### src/rtl/bd_tag_merge_arbiter.sv
// bd_tag_merge_arbiter
// Merges the TAT tag stream (in0) and the accumulator tag stream (in1) onto one
// upstream tag channel. Round-robin with a per-source burst cap, or fixed
// priority to in0. A 2-entry FIFO drives the output from registers only, and
// per-source saturating word counters are kept for debug readout.

module bd_tag_merge_arbiter #(
    parameter int NData    = 20,
    parameter int MaxBurst = 4,
    parameter int CountW   = 16
) (
    input  logic              clk,
    input  logic              reset_n,
    input  logic [NData-1:0]  in0_d,
    input  logic              in0_v,
    output logic              in0_a,
    input  logic [NData-1:0]  in1_d,
    input  logic              in1_v,
    output logic              in1_a,
    output logic [NData-1:0]  out_d,
    output logic              out_v,
    input  logic              out_a,
    input  logic              fixed_prio,
    input  logic              clear_counts,
    output logic [CountW-1:0] word_count0,
    output logic [CountW-1:0] word_count1
);

    localparam int BurstW = $clog2(MaxBurst + 1);
    localparam logic [BurstW-1:0] BurstMax = BurstW'(MaxBurst);
    localparam logic [BurstW-1:0] BurstOne = BurstW'(1);

    logic [1:0]        occ_q, occ_d;
    logic [NData-1:0]  slot0_q, slot0_d;
    logic [NData-1:0]  slot1_q, slot1_d;
    logic              cur_q, cur_d;
    logic [BurstW-1:0] burst_q, burst_d;
    logic [CountW-1:0] cnt0_q, cnt0_d;
    logic [CountW-1:0] cnt1_q, cnt1_d;
    logic              run_q, run_d;

    logic              space;
    logic              grant1;
    logic              acc0;
    logic              acc1;
    logic              push;
    logic              pop;
    logic [NData-1:0]  push_data;

    assign out_v       = (occ_q != 2'd0);
    assign out_d       = slot0_q;
    assign word_count0 = cnt0_q;
    assign word_count1 = cnt1_q;

    // Grant selection and input acks. burst_q==0 only right after reset and
    // means no burst is in progress, so the contest goes to ~cur (in0).
    // run_q holds acks off until the first edge after reset release.
    always_comb begin
        space  = run_q && (occ_q != 2'd2);
        grant1 = 1'b0;
        if (fixed_prio) begin
            grant1 = !in0_v;
        end else if (in0_v && in1_v) begin
            if ((burst_q != '0) && (burst_q < BurstMax)) begin
                grant1 = cur_q;
            end else begin
                grant1 = !cur_q;
            end
        end else begin
            grant1 = in1_v;
        end
        in0_a     = space && in0_v && !grant1;
        in1_a     = space && in1_v && grant1;
        acc0      = in0_a;
        acc1      = in1_a;
        push      = acc0 || acc1;
        pop       = out_v && out_a;
        push_data = acc1 ? in1_d : in0_d;
    end

    // FIFO next state: slot0 is always the head, slot1 the second entry.
    always_comb begin
        occ_d   = occ_q;
        slot0_d = slot0_q;
        slot1_d = slot1_q;
        case ({push, pop})
            2'b10: begin
                if (occ_q == 2'd0) begin
                    slot0_d = push_data;
                end else begin
                    slot1_d = push_data;
                end
                occ_d = occ_q + 2'd1;
            end
            2'b01: begin
                slot0_d = slot1_q;
                occ_d   = occ_q - 2'd1;
            end
            2'b11: begin
                // Push with pop only happens at occupancy 1 (full blocks push).
                slot0_d = push_data;
            end
            default: begin
            end
        endcase
    end

    // Arbitration history, word counters and the post-reset run flag.
    always_comb begin
        cur_d   = cur_q;
        burst_d = burst_q;
        cnt0_d  = cnt0_q;
        cnt1_d  = cnt1_q;
        run_d   = 1'b1;
        if (push) begin
            if (acc1 == cur_q) begin
                if (burst_q < BurstMax) begin
                    burst_d = burst_q + BurstOne;
                end
            end else begin
                cur_d   = acc1;
                burst_d = BurstOne;
            end
        end
        if (clear_counts) begin
            cnt0_d = '0;
            cnt1_d = '0;
        end else begin
            if (acc0 && (cnt0_q != '1)) begin
                cnt0_d = cnt0_q + CountW'(1);
            end
            if (acc1 && (cnt1_q != '1)) begin
                cnt1_d = cnt1_q + CountW'(1);
            end
        end
    end

    // State registers with asynchronous active-low reset.
    always_ff @(posedge clk or negedge reset_n) begin
        if (!reset_n) begin
            occ_q   <= 2'd0;
            slot0_q <= '0;
            slot1_q <= '0;
            cur_q   <= 1'b1;
            burst_q <= '0;
            cnt0_q  <= '0;
            cnt1_q  <= '0;
            run_q   <= 1'b0;
        end else begin
            occ_q   <= occ_d;
            slot0_q <= slot0_d;
            slot1_q <= slot1_d;
            cur_q   <= cur_d;
            burst_q <= burst_d;
            cnt0_q  <= cnt0_d;
            cnt1_q  <= cnt1_d;
            run_q   <= run_d;
        end
    end

endmodule

### config.mk
export PLATFORM = sky130hd
export DESIGN_NAME = bd_tag_merge_arbiter
export DESIGN_NICKNAME = d
export VERILOG_FILES = /design/src/rtl/bd_tag_merge_arbiter.sv
export SDC_FILE = /design/constraint.sdc
export NUM_CORES = 1
export LEC_CHECK = 0
export ABC_AREA = 1
export CAP_MARGIN = 20
export CELL_PAD_IN_SITES_DETAIL_PLACEMENT = 2
export CELL_PAD_IN_SITES_GLOBAL_PLACEMENT = 2
export CORE_MARGIN = 8
export CORE_UTILIZATION = 28
export CTS_CLUSTER_DIAMETER = 60
export DETAILED_ROUTE_END_ITERATION = 10
export PLACE_DENSITY = 0.81
export SETUP_SLACK_MARGIN = 0.05
export SYNTH_ARGS = -nofsm -noshare
export SYNTH_HDL_FRONTEND = slang
export SYNTH_SLANG_ARGS = --single-unit
### constraint.sdc
create_clock -name clk -period 2.3 [get_ports clk]
set_clock_uncertainty 0.2 [all_clocks]
set_input_delay 0.23 -clock clk [delete_from_list [all_inputs] [get_ports clk]]
set_output_delay 0.23 -clock clk [all_outputs]
set_load 0.05 [all_outputs]
==> results.cfg, run 1 <==
[yosys]
syn-mean-instance-area_um2 = 7.091
synth-seq-cells = 79
synth_flop_cell = dfrtp_1
ys_types = 32
synth_xor_area_frac = 0.04104
muxShareOfSynthArea = 0
yosysTopAreaCell = dfrtp_1
synth_top_area_frac = 0.4158
syn_area_mm2 = 0.004695
async_reset_ff_frac = 1.000
synth_top_family_by_area = simple AND/OR/NAND/NOR gates
yosys.area_share.adder = 0.01599
yosysSeqAreaShare = 0.4214
ys_top_cells_by_count = nand2_1 (186), nor2_1 (116), nand3_1 (90), dfrtp_1 (78), inv_1 (53)
synth_cells = 662
synthTopCellsByArea = dfrtp_1 (42%), nand2_1 (15%), nand3_1 (9.6%)
syn-num-nets = 715
synth_simple_gate_area_frac = 0.3889
synth_edf_count = 0
yosysWarnings = 0
yosysMostFrequentCell = nand2_1
synth_compound_area_frac = 0.05251

[global_route]
grt_pass1_wl_mm = 29.48
grt_pass1_vias = 5516
overflow = 0
grt_max_degree = 34
gr-usage-all-layers = 0.1692
antenna_found_initial = 0

[critical_path]
slowest_stage = clkdlybuf4s50_1
cp-startpoint = word_count0[8]
path_buf_inv = 1
crit_chain = clkdlybuf4s50_1
worstSetupPathType = flop to output pin
crit_fanout = 6
reg2reg_slack_ns = 0.18
start_kind = flop
slowest_delay_ns = 0.88
worstPathArrival_ns = 1.74
end_kind = output pin
required_ns = 1.87
critPathTopFamily = buffers and inverters
r2r-start = burst_q[0]

[clock_network]
path_clk_slew_ns = 0.06
cts.sinks = 79
clk_latency_ns = 0.34
cts_max_level = 3
cts_buffers = 9
cts_root_buffer = clkbuf_16
clock_path_buffers = 2
tritoncts = yes

[routing]
drc_errors = 0
initialDrtViolationCount = 211
drtPass1Iterations = 4
ant_nets = 0
avgViaCountPerCell = 4.812
routed_wl_mm = 17.42
vias = 4807
post_drt_wl_per_cell_um = 17.44

[run_status]
status = complete, no violations

[timing]
relSlewSlack = 0.5916
hold_viol = 0
drv_slew = 0
min_period_ns = 2.173
fin_ws_ns = 0.1269
worst_pin_slew_ns = 0.6117
report.final.setup_viol = 0
fin_setup_tns_ns = 0
rsz0062_at_grt = no
finalCritPeriodShare = 0.9448
timing.fmax_mhz = 460.2

[layout]
final_cells = 999
num_antenna_cells = 0
area_delta_synth_final_pct = 36.35
nets = 827
drive_gt1_frac = 0.08729

[placed_design]
dp_cells = 979
dp_hpwl_mm = 12.82
dp_slack_ns = 0.003280
portBuffers = 101
gp_congestion = 0.8061

[die]
dieHeight_um = 145.5
initial_utilization = 0.2851
num_rows = 47
die_width_um = 145.5
coreArea_mm2 = 0.01647
die-area_mm2 = 0.02117
io_pins = 102

[power_and_ir_drop]
p_leak_nw = 3.067
p_per_area_mw_per_mm2 = 1045
vdd_drop_max_mv = 0.3614

[run]
maxCapViolCount = 0

[hold_path]
min_path_type = input port to asynchronous set/reset pin
-- report_power, final --
part | leakage (nW) | internal, mW | switching [mW]
Sequential | 0.997 | 1.82 | 0.300
Combinational | 1.91 | 0.997 | 1.97
Clock | 0.160 | 1.01 | 0.594
-- final timing paths --
kind / to / cells after the start
setup / recovery: word_count0[8] / 1
hold / removal: out_d[5] / 2
setup reg to reg: word_count0[15] / 12
hold reg to reg: out_d[12] / 2
max in group asynchronous: slot1_q[11] / 3
min in group clk: out_d[12] / 2
-- layer usage --
layer	share of wire	GRT usage
met4	0.0098	0.04321
met5	0	0
met1	0.45	0.2019
met2	0.51	0.3054
met3	0.034	0.03172
-- repair_timing --
| item | 4_1_cts | 5_1_grt |
|---|---|---|
| gates cloned | 0 | 0 |
| pin swaps | 0 | 2 |
| hold buffers | 1 | 0 |
| setup buffers | 0 | 3 |
| hold endpoints to repair | 29 | 0 |
| setup endpoints to repair | 1 | 6 |
| gates resized for setup | 1 | 3 |
-- sequential cells by signal, summed over array words and instances (netlist names) --
signal       cells
occ_q            2
cur_q            1
slot1_q         20
out_d           20
burst_q          3
run_q            1
word_count0     16
word_count1     16
-- kinds of logic (layout without fill, tap and decap cells) --
group | Yosys count | after routing
DFF | 79 | 79
xor gates and xnor gates | 22 | 22
buffers and inverters | 84 | 201
other | 1 | 1
AOI/OAI and AO/OA | 44 | 44
adders and majority gates | 6 | 6
and+or+nand+nor | 426 | 426
-- worst reg2reg max path, delay by kind of cell (launching register included) --
family / cells / cell delay, ns
AND/OR/NAND/NOR: 6 / 0.64
buffers and inverters: 4 / 0.50
flip-flops: 1 / 0.37
adder cells (fa/ha/maj): 1 / 0.21
AO/OA/AOI/OAI: 1 / 0.09
-- cell type report --
type | instances | area [µm²]
Sequential cell | 79 | 1978
Clock buffer | 13 | 260.3
Fill cell | 1919 | 10060
Tap cell | 220 | 275.3
Inverter | 58 | 222.7
Multi-Input combinational cell | 499 | 2347
Timing Repair Buffer | 127 | 1252
Clock inverter | 3 | 65.06
-- stage by stage --
stage,utilization,hold WS [ns],power (mW),area (µm²)
2_1_floorplan,-,-0.2656,3.982,4695
3_3_place_gp,0.3665,0.01113,4.937,6035
3_5_place_dp,0.3665,0.01720,5.097,6035
4_1_cts,0.3871,0.2103,6.757,6374
5_1_grt,0.3888,0.2420,7.110,6401
6_report,0.3888,0.1968,6.686,6401
-- placed cells by master, fill, tap and decap left out --
cell type          n
a21oi_1           23
a21oi_4            1
buf_12             4
buf_4             24
buf_6              1
bufinv_16          2
clkbuf_1           2
clkbuf_16          9
clkbuf_8           2
clkdlybuf4s50_1   97
clkinv_2           1
conb_1             1
dfrtp_1           78
dfstp_2            1
dlygate4sd3_1      1
ha_1               6
inv_1             53
inv_2              3
inv_4              2
nand2_1          186
nand2_2            6
nand2_4            2
nand3_1           90
nand3_2            3
nand4_1           12
nor2_1           116
nor2_2             1
nor2_4             2
nor3_1             6
nor3_2             1
nor3b_1            1
o21ai_0           16
o21ai_1            1
o21ai_2            2
o21ai_4            1
xnor2_1            2
xor2_1            20
Power figures use the tool's default switching activity.
==> run 2, diff against run 1 <==
CTS_CLUSTER_SIZE = 24   (was not set)
clock period = 2.08 ns   (was 2.3 ns; I/O delays follow)
==> run 2 against run 1 <==
Effect of this change:
- flip-flop and latch count did not move
- critical path type unchanged
- final cell count rose by 3.0%
- sequential share of layout area fell by 1.7 points
- the flow now finishes with violations (negative setup slack)
- largest power group unchanged
- critical endpoint is now in1_a
==> results.cfg, run 2 (synthesized netlist as in run 1, its figures left out) <==
[run_status]
status = finished, violations left
violations = negative setup slack

[critical_path]
r2r-start = burst_q[0]
cp-startpoint = burst_q[0]
worstSetupPathType = flop to output pin
worstPathArrival_ns = 1.68
end_kind = output pin
crit_fanout = 2
start_kind = flop
required_ns = 1.67

[die]
io_pins = 102
die-area_mm2 = 0.02117
coreArea_mm2 = 0.01647
num_rows = 47
initial_utilization = 0.2851
die_width_um = 145.5
dieHeight_um = 145.5

[global_route]
overflow = 0
antenna_found_initial = 0
grt_pass1_vias = 5628
grt_pass1_wl_mm = 29.93
grt_max_degree = 52
gr-usage-all-layers = 0.1743

[placed_design]
portBuffers = 101
placed_cell_area_mm2 = 0.006122
gp_congestion = 0.8146
dp_hpwl_mm = 13.27
dp_cells = 994

[timing]
finalCritPeriodShare = 1.005
min_period_ns = 2.090
rsz0062_at_grt = yes
fin_ws_ns = -0.01013
drv_slew = 0
holdWs_ns = 0.2403
worst_pin_slew_ns = 0.9749
report.final.setup_viol = 1
relSlewSlack = 0.3493
timing.fmax_mhz = 478.4
hold_viol = 0
fin_setup_tns_ns = -0.01013

[routing]
ant_nets = 0
vias = 4969
post_drt_wl_per_cell_um = 18.17
drtPass1Iterations = 4
drc_errors = 0
routed_wl_mm = 18.69
avgViaCountPerCell = 4.829
initialDrtViolationCount = 157

[clock_network]
cts.sinks = 79
cts_buffers = 9
clk_latency_ns = 0.35
clock_path_buffers = 2
tritoncts = yes
cts_max_level = 3
cts_root_buffer = clkbuf_16
path_clk_slew_ns = 0.06

[run]
maxCapViolCount = 0

[power_and_ir_drop]
p_per_area_mw_per_mm2 = 1153
total_power_mw = 7.829
p_leak_nw = 3.389
vdd_drop_max_mv = 0.4686

[layout]
drive_gt1_frac = 0.1805
nets = 857
area_delta_synth_final_pct = 44.64
mostFrequentLayoutCells = nand2_1 (177), nor2_1 (112), nand3_1 (89)
final_cells = 1029
final_common_cell = nand2_1
fillerInstances = 1941
num_antenna_cells = 0
finalInstanceArea_mm2 = 0.006790

[hold_path]
min_path_type = input port to asynchronous set/reset pin
[run 2: changes by cell type in the layout (fill, tap and decap cells not counted), moves of 6 or more]
| cell | change |
|---|---|
| buf_4 | +38 |
| nand2_2 | +6 |
| dlygate4sd2_1 | +12 |
| o21ai_0 | -6 |
| clkdlybuf4s50_1 | -31 |
| nand2_1 | -9 |
[run 2: timing repair]
| item | in CTS | in global routing |
|---|---|---|
| gates cloned | 1 | 3 |
| setup buffers | 8 | 7 |
| hold buffers | 1 | 0 |
| endpoints found under the hold margin | 79 | 0 |
| endpoints found under the setup margin | 85 | 70 |
| pin swaps | 6 | 11 |
| gates resized for setup | 36 | 33 |
[run 2: final timing paths]
check                           depth (start not counted)  slack, ns    endpoint
worst max-delay path                                   10      -0.01       in1_a
worst min-delay path                                    3       0.24  slot1_q[9]
worst max register to register                         13       0.07  slot1_q[7]
worst min register to register                          2       0.30   out_d[19]
max in group asynchronous                               3       1.10  slot1_q[7]
min in group clk                                        2       0.30   out_d[19]
[run 2: through the flow]
step	utilization	setup WS [ns]
global route	0.4124	-0.08821
CTS	0.3989	-0.06378
global placement	0.3718	-0.03500
finish	0.4124	-0.01013
floorplan	-	0.05003
detailed placement	0.3718	-0.1568
[run 2: cell type report]
| class | count | area (µm²) | area share |
|---|---|---|---|
| multi-input combinational | 500 | 2476 | 0.3647 |
| sequential | 79 | 1984 | 0.2922 |
| timing repair buffer | 156 | 1518 | 0.2235 |
| tap | 220 | 275.3 | 0.04054 |
| clock buffer | 12 | 236.5 | 0.03483 |
| inverter | 58 | 230.2 | 0.03390 |
| clock inverter | 4 | 70.07 | 0.01032 |
[run 2: metal layers]
metal | part of all wire | global-route usage
met4 | 0.013 | 0.05049
met2 | 0.52 | 0.3234
met1 | 0.43 | 0.1958
met3 | 0.039 | 0.03731
met5 | 0 | 0
[run 2: power breakdown]
group          internal [mW]  leakage (nW)  switching (mW)
combinational           1.40          2.25            2.36
clock                   1.05         0.151           0.662
sequential              2.01         0.990           0.352
total                   4.46          3.39            3.37
[run 2: worst max-delay path, stage by stage, from the launching register on]
cell,delay [ns]
dfrtp_1,0.36
inv_2,0.06
ha_4,0.16
nor2_2,0.08
nand2_1,0.07
nand3_2,0.10
nand2_2,0.08
nand2_4,0.10
clkinv_4,0.06
buf_6,0.12
buf_12,0.14
==> run 3, diff against run 2 <==
CORE_MARGIN = 3   (was 8)
==> run 3 against run 2 <==
Effect of this change:
- the run still ends with negative setup slack left
- core utilization down 0.45 points
- total power is 4.8% lower
- sequential power barely moved
- combinational power shrank 4%
- design area fell by 2.9%
- highest routed layer unchanged
==> results.cfg, run 3 (synthesized netlist as in run 1, its figures left out) <==
[run]
maxCapViolCount = 0

[critical_path]
path_buf_inv = 4
end_kind = output pin
reg2reg_slack_ns = 0.14
required_ns = 1.67
crit_path_frequent_cell = nand2_4
r2r-start = burst_q[0]
rr_endpoint = burst_q[0]
worstPathArrival_ns = 1.71
start_kind = flop
rr_worst_depth = 10
slowest_stage = dfrtp_1
critPathTopFamily = simple AND/OR/NAND/NOR gates
slowest_delay_ns = 0.37
crit_chain = inv_2, ha_4, nor2_4, nand2_2, nand3_4, nand2_4, nand2_4, clkinv_4, buf_6, buf_12
worstSetupPathType = flop to output pin
crit_fanout = 2

[die]
coreArea_mm2 = 0.01617
initial_utilization = 0.2903
num_rows = 46
io_pins = 102
dieHeight_um = 135.5
die-area_mm2 = 0.01836
die_width_um = 135.5

[routing]
post_drt_wl_per_cell_um = 17.47
ant_nets = 0
drtPass1Iterations = 4
initialDrtViolationCount = 176
vias = 4921
routed_wl_mm = 17.72
avgViaCountPerCell = 4.853
drc_errors = 0

[run_status]
status = finished, violations left
violations = negative setup slack

[timing]
fin_ws_ns = -0.03411
hold_viol = 0
report.final.setup_viol = 1
timing.fmax_mhz = 473.0
finalCritPeriodShare = 1.016
min_period_ns = 2.114
relSlewSlack = 0.6490
fin_setup_tns_ns = -0.03411
rsz0062_at_grt = yes
worst_pin_slew_ns = 0.5248
drv_slew = 0

[power_and_ir_drop]
pwr-share-clk = 0.202
sw_frac_of_total = 0.4445
p_per_area_mw_per_mm2 = 1130
internal-power_mw = 4.142
pwr-share-comb = 0.484
p_leak_nw = 3.310
p_seq_frac = 0.314
vdd_drop_max_mv = 0.4565
switchingPower_mw = 3.314

[layout]
mostFrequentLayoutCells = nand2_1 (185), nor2_1 (114), nand3_1 (89)
utilization = 0.4079
drive_gt1_frac = 0.1491
finalInstanceArea_mm2 = 0.006596
nets = 847
fillerInstances = 1905
area_delta_synth_final_pct = 40.51
num_antenna_cells = 0
final_cells = 1014
final_common_cell = nand2_1

[global_route]
gr-usage-all-layers = 0.1972
grt_pass1_wl_mm = 28.81
antenna_found_initial = 0
grt_pass1_vias = 5591
overflow = 0
grt_max_degree = 39

[placed_design]
portBuffers = 101
gp_congestion = 0.9012
placed_cell_area_mm2 = 0.006132
dp_cells = 986
dp_hpwl_mm = 12.67
dp_slack_ns = -0.1797

[clock_network]
cts_root_buffer = clkbuf_16
clk_latency_ns = 0.35
tritoncts = yes
cts_buffers = 9
clock_path_buffers = 2
cts_max_level = 3
cts.sinks = 79
path_clk_slew_ns = 0.06

[hold_path]
min_path_type = input port to asynchronous set/reset pin
run 3: worst register-to-register path, cell delays in order (launching register included):
cell,delay (ns)
dfrtp_1,0.37
inv_2,0.07
ha_4,0.17
o21ai_2,0.16
nand3_4,0.11
nand2_4,0.10
buf_4,0.27
nand3_1,0.18
nand3_1,0.12
nand3_1,0.07
nand2_1,0.07
run 3: cell type report:
cell class	count	area, µm²	share of cell area
Clock buffer	10	239.0	0.03623
Clock inverter	5	25.02	0.003794
Inverter	58	230.2	0.03490
Multi-Input combinational cell	499	2440	0.3699
Sequential cell	79	1987	0.3012
Tap cell	216	270.3	0.04097
Timing Repair Buffer	147	1405	0.2130
run 3: timing repair:
item                                   4_1_cts  5_1_grt
pin swaps                                    7        6
buffers inserted                             8        4
setup endpoints to repair                   96       77
endpoints found under the hold margin       28        0
gates resized for setup                     39       17
hold buffers                                 1        0
run 3: worst max path at each step:
stage,start,endpoint,slack [ns],cells after the start
after global routing,burst_q[0],in1_a,-0.11,10
final,burst_q[0],in1_a,-0.03,10
after detailed placement,burst_q[0],word_count0[8],-0.18,10
after global placement,in0_v,out_d[16],0.006,11
after CTS,burst_q[0],in1_a,-0.10,10
after floorplan,word_count1[0],word_count1[15],0.05,11
run 3: power by group through the flow:
stage	clock (mW)	combinational [mW]	sequential [mW]
after global routing	1.61	3.95	2.40
final	1.51	3.61	2.34
after floorplan	0	1.42	3.00
after CTS	1.54	3.55	2.33
after detailed placement	0	3.37	2.35
after global placement	0	3.20	2.32
run 3: through the flow:
| step | power (mW) | hold slack [ns] |
|---|---|---|
| 2_1_floorplan | 4.418 | -0.2876 |
| 3_3_place_gp | 5.521 | 0.001627 |
| 6_report | 7.456 | 0.1701 |
| 5_1_grt | 7.951 | 0.2261 |
| 4_1_cts | 7.430 | 0.1919 |
| 3_5_place_dp | 5.722 | 0.01270 |
run 3: metal layers:
| metal | wire length (µm) | share of wire | track usage | up-vias |
|---|---|---|---|---|
| li1 | - | - | - | 2355 |
| met1 | 7756 | 0.44 | 0.2428 | 2439 |
| met2 | 9100 | 0.51 | 0.3559 | 103 |
| met3 | 572 | 0.032 | 0.02823 | 24 |
| met4 | 287 | 0.016 | 0.06047 | 0 |
| met5 | 0 | 0 | 0 | - |
